--- config.mk ---
export PLATFORM = sky130hd
export DESIGN_NAME = serial_adder_ctrl
export DESIGN_NICKNAME = d
export VERILOG_FILES = /design/src/rtl/serial_adder_ctrl_pkg.sv /design/src/rtl/serial_adder_ctrl_fa_dataflow.sv /design/src/rtl/serial_adder_ctrl.sv
export SDC_FILE = /design/constraint.sdc
export NUM_CORES = 1
export LEC_CHECK = 0
export ABC_AREA = 0
export CAP_MARGIN = 20
export CELL_PAD_IN_SITES_DETAIL_PLACEMENT = 1
export CELL_PAD_IN_SITES_GLOBAL_PLACEMENT = 2
export CORE_MARGIN = 1
export CORE_UTILIZATION = 29
export CTS_CLUSTER_DIAMETER = 80
export DETAILED_ROUTE_END_ITERATION = 16
export PLACE_DENSITY_LB_ADDON = 0.15
export SETUP_SLACK_MARGIN = 0.05
export SYNTH_ARGS = -nofsm -noshare
export SYNTH_HDL_FRONTEND = slang
export SYNTH_SLANG_ARGS = --single-unit
--- constraint.sdc ---
create_clock -name clk -period 1.3 [get_ports clk]
set_clock_uncertainty 0.05 [all_clocks]
set_input_delay 0.26 -clock clk [delete_from_list [all_inputs] [get_ports clk]]
set_output_delay 0.26 -clock clk [all_outputs]
set_load 0.1 [all_outputs]
--- src/rtl/serial_adder_ctrl_pkg.sv ---
// Shared definitions for the bit-serial adder: default width and FSM state encoding.
package serial_adder_ctrl_pkg;

    localparam int W_DEFAULT = 4;

    typedef enum logic [1:0] {
        ST_IDLE = 2'd0,
        ST_RUN  = 2'd1,
        ST_DONE = 2'd2
    } state_t;

endpackage

--- src/rtl/serial_adder_ctrl_fa_dataflow.sv ---
// Library 1-bit full-adder cell, written as pure dataflow.
module fa_dataflow (
    input  logic a,
    input  logic b,
    input  logic ci,
    output logic s,
    output logic co
);

    assign s  = a ^ b ^ ci;
    assign co = (a & b) | (ci & (a ^ b));

endmodule

--- src/rtl/serial_adder_ctrl.sv ---
// Bit-serial W-bit adder: operands stream LSB-first through one full-adder cell,
// with the carry held in a flop between bits and sum bits shifted into a result register.
module serial_adder_ctrl
    import serial_adder_ctrl_pkg::*;
#(
    parameter int W = W_DEFAULT
) (
    input  logic         clk,
    input  logic         rst_n,
    input  logic         in_valid,
    output logic         in_ready,
    input  logic [W-1:0] a,
    input  logic [W-1:0] b,
    input  logic         ci,
    output logic         out_valid,
    input  logic         out_ready,
    output logic [W-1:0] sum,
    output logic         co
);

    localparam int CNT_W = $clog2(W + 1);
    localparam logic [CNT_W-1:0] LAST_BIT = CNT_W'(W - 1);

    state_t           state;
    logic [W-1:0]     a_sr;
    logic [W-1:0]     b_sr;
    logic [W-1:0]     sum_sr;
    logic [W-1:0]     sum_next;
    logic             carry;
    logic             cell_s;
    logic             cell_c;
    logic [CNT_W-1:0] counter;

    fa_dataflow u_fa (
        .a  (a_sr[0]),
        .b  (b_sr[0]),
        .ci (carry),
        .s  (cell_s),
        .co (cell_c)
    );

    // Next result register value: shift right, new sum bit enters at the MSB (works for W=1 too).
    always_comb begin
        sum_next        = sum_sr >> 1;
        sum_next[W-1]   = cell_s;
    end

    // Control FSM plus the serial datapath registers; handshake flags are registered with the state.
    always_ff @(posedge clk or negedge rst_n) begin
        if (!rst_n) begin
            state     <= ST_IDLE;
            in_ready  <= 1'b1;
            out_valid <= 1'b0;
            a_sr      <= '0;
            b_sr      <= '0;
            sum_sr    <= '0;
            carry     <= 1'b0;
            counter   <= '0;
        end else begin
            case (state)
                ST_IDLE: begin
                    if (in_valid && in_ready) begin
                        state    <= ST_RUN;
                        in_ready <= 1'b0;
                        a_sr     <= a;
                        b_sr     <= b;
                        carry    <= ci;
                        counter  <= '0;
                    end
                end
                ST_RUN: begin
                    sum_sr  <= sum_next;
                    a_sr    <= a_sr >> 1;
                    b_sr    <= b_sr >> 1;
                    carry   <= cell_c;
                    counter <= counter + CNT_W'(1);
                    if (counter == LAST_BIT) begin
                        state     <= ST_DONE;
                        out_valid <= 1'b1;
                    end
                end
                ST_DONE: begin
                    if (out_ready) begin
                        state     <= ST_IDLE;
                        out_valid <= 1'b0;
                        in_ready  <= 1'b1;
                    end
                end
                default: begin
                    state     <= ST_IDLE;
                    out_valid <= 1'b0;
                    in_ready  <= 1'b1;
                end
            endcase
        end
    end

    assign sum = sum_sr;
    assign co  = carry;

endmodule

==> impl_metrics.csv, run 1 <==
group,metric,value,unit
setup_path,cp_data_required_time,1.44,ns
status,status,"complete, but fails checks",
drt,dr.max_layer_used,"met4",
drt,met1_length,1060,microns
final_layout,nets,147,
drt,avgViaCountPerCell,4.48,
power_and_ir_drop,intPower,2.29,mW
yosys,ys_ff_latch,20,
power_and_ir_drop,ir_drop,0.760,mV
clock_tree,cts.htree.levels,1,
clock_tree,clk_pin_slew,0.12,ns
setup_path,start_kind,"flop",
clock_tree,cts_sinks,20,
setup_path,r2r_cells,3,
drt,dr_wl_met2,1160,microns
drt,drtIter0Drc,18,
setup_path,cpMaxStageDelayCell,"dfrtp_4",
final_layout,mostFrequentLayoutCells,"nand2_1 (17), dfrtp_1 (16), buf_4 (16)",
power_and_ir_drop,seq_power_share,29.0,%
setup_path,crit_family,"flip-flops",
setup_path,worstSetupPathDepth,3,
sta,hold_slack,0.240,ns
setup_path,path_cells,"fa_2, mux2_4, mux2_4",
power_and_ir_drop,power_density,2360,nW/um^2
setup_path,endpoint_kind,"flop",
clock_tree,cts_root_buffer,"clkbuf_4",
final_layout,final_layout_size_suffix_gt1_share,53.1,%
global_route,grt_pass1_vias,829,
global_route,grt_pass1_wl,3980,microns
yosys,ys_warn_count,0,
final_layout,mostFrequentLayoutCell,"nand2_1",
drt,drc,0,
setup_path,slowest_delay,0.51,ns
global_route,grt_max_degree,21,
power_and_ir_drop,p_clk_share,8.0,%
placed_design,dp_hpwl,1590,microns
setup_path,crit_buf_inv,0,
die,die_h,59.9,microns
sta,period_needed,1.51,ns
die,die_w,59.9,microns
placed_design,place.gp.congestion,0.701,
clock_tree,cts_tree,"done",
status,violations,"negative setup slack",
drt,first_pass_iters,2,
drt,route.met3.wl,61,microns
sta,setup_slack,-0.213,ns
power_and_ir_drop,total_power,3.89,mW
sta,worst_pin_slew,0.189,ns
sta,finalSetupViolations,14,
sta,final.period_utilization,116,%
die,io_pins,20,
setup_path,critPathArrivalTime,1.65,ns
yosys,synth_top_area_share,49.0,%
power_and_ir_drop,power_leakage,0.758,nW
clock_tree,cts_buffers,3,
job,max_cap_violations,0,
final_layout,antennaDiodeCount,0,
yosys,synth_area,971,sq um
sta,fmax,661,MHz
die,dieArea,3580,sq um
setup_path,cp_max_fo,2,
yosys,synth_cells,84,
yosys,synth_seq_area_share,51.7,%
clock_tree,clk_latency,0.30,ns
drt,vias,779,
power_and_ir_drop,p_switching,1.61,mW
setup_path,cp_common_cell,"mux2_4",
final_layout,fillers,334,
setup_path,worstSetupPathType,"flop to flop",
power_and_ir_drop,switching_share,41.3,%
die,initial_core_util,31.3,%
global_route,grt-ovfl-total,0,
power_and_ir_drop,pwr-share-comb,62.9,%
global_route,track_usage,15.5,%
placed_design,numPortBuffers,19,
worst_hold_path,min_path_type,"primary input to async pin",
final_layout,area_growth,70.0,%
sta,relSlewSlack,87.3,%
yosys,synth_area_leaders,"dfrtp_1 (49%), mux2_2 (13%), nand2_1 (7.3%), mux2_4 (6.2%), o21ai_0 (3.1%)",
sta,finalHoldViolations,0,
setup_path,reg2reg_slack,-0.21,ns
yosys,synth_cell_types,20,
global_route,antenna_found_initial,0,
drt,wl_per_cell,13.3,microns
sta,report.final.slew_viol_count,0,
die,coreArea,3100,sq um
yosys,synth_area_leader_cell,"dfrtp_1",
drt,wl,2320,microns
sta,rsz0062_at_grt,"true",
drt,ant_nets,0,
yosys,syn_area_per_cell,11.6,sq um
yosys,syn-num-nets,100,
clock_tree,clockBufferDepth,2,
die,rows,20,
==> flip-flops by register name (all words and copies together), names as in the netlist <==
signal     cells
b_sr           4
a_sr           4
sum            4
state          2
in_ready       1
out_valid      1
counter        3
co             1
==> path summary, 6_finish.rpt <==
check,startpoint,end
worst max-delay path,co,co
worst min-delay path,rst_n,out_valid
worst max register to register,co,co
worst min register to register,counter[0],counter[0]
max in group asynchronous,rst_n,in_ready
min in group clk,counter[0],counter[0]
==> routing by layer <==
| metal | up-vias | global-route usage [%] |
|---|---|---|
| met5 | - | 0 |
| met4 | 0 | 5.98 |
| met3 | 6 | 3.03 |
| met2 | 13 | 24.9 |
| met1 | 381 | 20.6 |
| li1 | 379 | - |
==> synthesized netlist by cell type, drive strengths merged <==
cell     n
nor2     4
dfrtp   19
buf      2
a21oi    5
nand2b   1
clkbuf   1
o22ai    1
o22a     1
o31ai    1
dfstp    1
inv      2
and4b    2
nor2b    1
nand2   19
mux2    15
fa       1
ha       2
o21ai    6
==> logic make-up after synthesis <==
kind of cell	share of synthesized area [%]
and+or+nand+nor	13.3
DFF	51.7
muxes	18.9
AOI/OAI and AO/OA	7.99
buffers and inverters	3.48
adders and majority gates	4.64
==> metrics by stage <==
| step | cell area [sq um] | std cells | utilization [%] | worst slack, ns | TNS [ns] |
|---|---|---|---|---|---|
| after floorplan | 1000 | 84 | - | -0.341 | -2.57 |
| after global placement | 1400 | 157 | 45.2 | -0.362 | -3.24 |
| after detailed placement | 1400 | 157 | 45.2 | -0.400 | -3.50 |
| after CTS | 1600 | 171 | 51.7 | -0.228 | -2.16 |
| after global routing | 1650 | 174 | 53.2 | -0.263 | -2.99 |
| final | 1650 | 174 | 53.2 | -0.213 | -2.21 |
==> cell type report <==
class | count | area (sq um) | area share, %
Clock buffer | 4 | 26.3 | 1.59
Multi-Input combinational cell | 59 | 539 | 32.7
Sequential cell | 20 | 512 | 31.0
Tap cell | 44 | 55.1 | 3.34
Inverter | 2 | 7.51 | 0.455
Timing Repair Buffer | 45 | 510 | 30.9
==> power groups by stage <==
stage	Clock (mW)	Combinational, mW	Sequential (mW)
after floorplan	0	0.794	1.60
after global placement	0	1.94	1.11
after detailed placement	0	2.01	1.14
after CTS	0.335	2.38	1.13
after global routing	0.363	2.63	1.17
final	0.313	2.45	1.13
==> timing repair <==
item,CTS,global route
setup endpoints to repair,14,27
hold buffers,0,0
pin swaps,3,1
buffers inserted,10,5
gates resized for setup,23,8
Note: power is estimated with default switching activity, not from simulation.
==> run 2, diff against run 1 <==
--- a/config.mk
+++ b/config.mk
@@ -7,10 +7,8 @@
 export LEC_CHECK = 0
 export ABC_AREA = 0
 export CAP_MARGIN = 20
-export CELL_PAD_IN_SITES_DETAIL_PLACEMENT = 1
-export CELL_PAD_IN_SITES_GLOBAL_PLACEMENT = 2
 export CORE_MARGIN = 1
-export CORE_UTILIZATION = 29
+export CORE_UTILIZATION = 40
 export CTS_CLUSTER_DIAMETER = 80
 export DETAILED_ROUTE_END_ITERATION = 16
 export PLACE_DENSITY_LB_ADDON = 0.15
==> impl_metrics.csv, run 2 (synthesis results as in run 1) <==
group,metric,value,unit
status,status,"complete, but fails checks",
status,violations,"negative setup slack",
global_route,grt_max_degree,21,
global_route,met2_usage,31.6,%
clock_tree,cts_root_buffer,"clkbuf_4",
power_and_ir_drop,p_switching,1.58,mW
clock_tree,clk_latency,0.30,ns
global_route,grt_pass1_vias,850,
sta,finalSetupViolations,13,
sta,rsz0062_at_grt,"true",
final_layout,fillers,175,
setup_path,crit_family,"flip-flops",
global_route,met3_usage,4.17,%
drt,first_pass_iters,4,
power_and_ir_drop,power_leakage,0.733,nW
setup_path,rr_endpoint,"b_sr[1]",
drt,wl,2140,microns
setup_path,path_cells,"buf_6, buf_12",
global_route,gr-max-usage-layer,"met2",
final_layout,nets,142,
clock_tree,cts_buffers,3,
setup_path,cpMaxStageDelayCell,"dfstp_4",
sta,relSlewSlack,87.8,%
setup_path,slowest_delay,0.64,ns
sta,report.final.slew_viol_count,0,
power_and_ir_drop,total_power,3.87,mW
global_route,track_usage,19.0,%
global_route,grt_pass1_wl,3650,microns
setup_path,critPathArrivalTime,1.21,ns
setup_path,worstReg2RegStart,"in_ready",
sta,final.period_utilization,117,%
drt,drc,0,
final_layout,antennaDiodeCount,0,
job,max_cap_violations,0,
sta,finalHoldViolations,0,
setup_path,start_kind,"flop",
setup_path,cp_data_required_time,0.99,ns
setup_path,endpoint_kind,"output pin",
drt,ant_nets,0,
power_and_ir_drop,power_density,2460,nW/um^2
die,io_pins,20,
die,rows,17,
power_and_ir_drop,pwr-share-comb,61.5,%
power_and_ir_drop,switching_share,40.9,%
placed_design,numPortBuffers,19,
sta,setup_slack,-0.217,ns
die,die_w,51.3,microns
clock_tree,cts_hold_buffers,0,
drt,drtIter0Drc,10,
global_route,gr-usage-met1,23.3,%
final_layout,final_layout_size_suffix_gt1_share,48.0,%
die,initial_core_util,43.1,%
die,die_h,51.3,microns
clock_tree,clockBufferDepth,2,
setup_path,reg2reg_slack,-0.20,ns
drt,vias,769,
placed_design,dp_hpwl,1400,microns
worst_hold_path,min_path_type,"primary input to async pin",
power_and_ir_drop,intPower,2.29,mW
final_layout,area_growth,62.1,%
setup_path,worstSetupPathDepth,2,
setup_path,crit_buf_inv,2,
clock_tree,cts_tree,"done",
global_route,grt-ovfl-total,0,
setup_path,worstSetupPathType,"flop to output pin",
clock_tree,clk_pin_slew,0.12,ns
sta,fmax,659,MHz
global_route,antenna_found_initial,0,
power_and_ir_drop,seq_power_share,28.9,%
clock_tree,cts_sinks,20,
setup_path,r2r_cells,5,
drt,avgViaCountPerCell,5.03,
placed_design,place.gp.congestion,0.752,
setup_path,cp_max_fo,2,
die,dieArea,2630,sq um
power_and_ir_drop,p_clk_share,9.6,%
clock_tree,cts.htree.levels,1,
final_layout,post-route-util,69.8,%
die,coreArea,2250,sq um
final_layout,mostFrequentLayoutCells,"nand2_1 (17), dfrtp_1 (17), mux2_4 (13), buf_4 (13), clkdlybuf4s50_1 (12)",
power_and_ir_drop,ir_drop,1.40,mV
sta,worst_pin_slew,0.182,ns
sta,period_needed,1.52,ns
drt,wl_per_cell,14.0,microns
## run 2: cell count changes in the layout (fill, tap and decap cells not counted), sizes merged
| cell | previous run | this run |
|---|---|---|
| buf | 33 | 28 |
## run 2: area by class of cell
| class | instances | area (sq um) | share of cell area [%] |
|---|---|---|---|
| flip-flops and latches | 20 | 510 | 32.4 |
| multi-input cells | 59 | 510 | 32.4 |
| repair buffers | 40 | 474 | 30.1 |
| clock buffers | 4 | 36.3 | 2.31 |
| well taps | 28 | 35.0 | 2.23 |
| inverters | 2 | 7.51 | 0.477 |
## run 2: worst max path at each step
stage / startpoint / to / slack, ns
floorplan: co / co / -0.34
global placement: in_valid / a_sr[0] / -0.35
detailed placement: in_valid / a_sr[0] / -0.37
CTS: in_ready / in_ready / -0.22
global route: in_ready / in_ready / -0.25
finish: in_ready / in_ready / -0.22
## run 2: layer usage
layer / share of wire (%) / wire length, microns / up-vias
met2: 53 / 1120 / 14
met4: 0.98 / 21 / 0
li1: - / - / 374
met5: 0 / 0 / -
met1: 44 / 934 / 377
met3: 2.7 / 58 / 4
## run 2: timing repair
item	in CTS	in global routing
setup buffers	6	3
resized for setup	15	5
endpoints found under the setup margin	12	23
pin swaps	3	3
## run 2: worst register-to-register path: cells and delay by family, from the launching register on
kind,cells,cell delay (ns)
flops,1,0.64
simple gates,1,0.10
buf+inv,2,0.25
compound gates,1,0.05
mux,1,0.30
## run 2: power groups by stage
stage               Combinational, mW  Sequential [mW]  Clock (mW)
global route                     2.52             1.15       0.403
global placement                 1.91             1.11           0
CTS                              2.28             1.12       0.375
floorplan                       0.794             1.60           0
finish                           2.38             1.12       0.371
detailed placement               1.95             1.13           0
## run 2: metrics by stage
stage                     cell area [sq um]  hold WS (ns)  setup WS [ns]  instances  TNS, ns
after floorplan                        1000       -0.0856         -0.341         84    -2.57
after global placement                 1380         0.421         -0.348        140    -3.05
after detailed placement               1380         0.436         -0.366        140    -3.28
after CTS                              1540         0.240         -0.217        150    -1.79
after global routing                   1570         0.236         -0.245        153    -2.39
final                                  1570         0.230         -0.217        153    -1.92
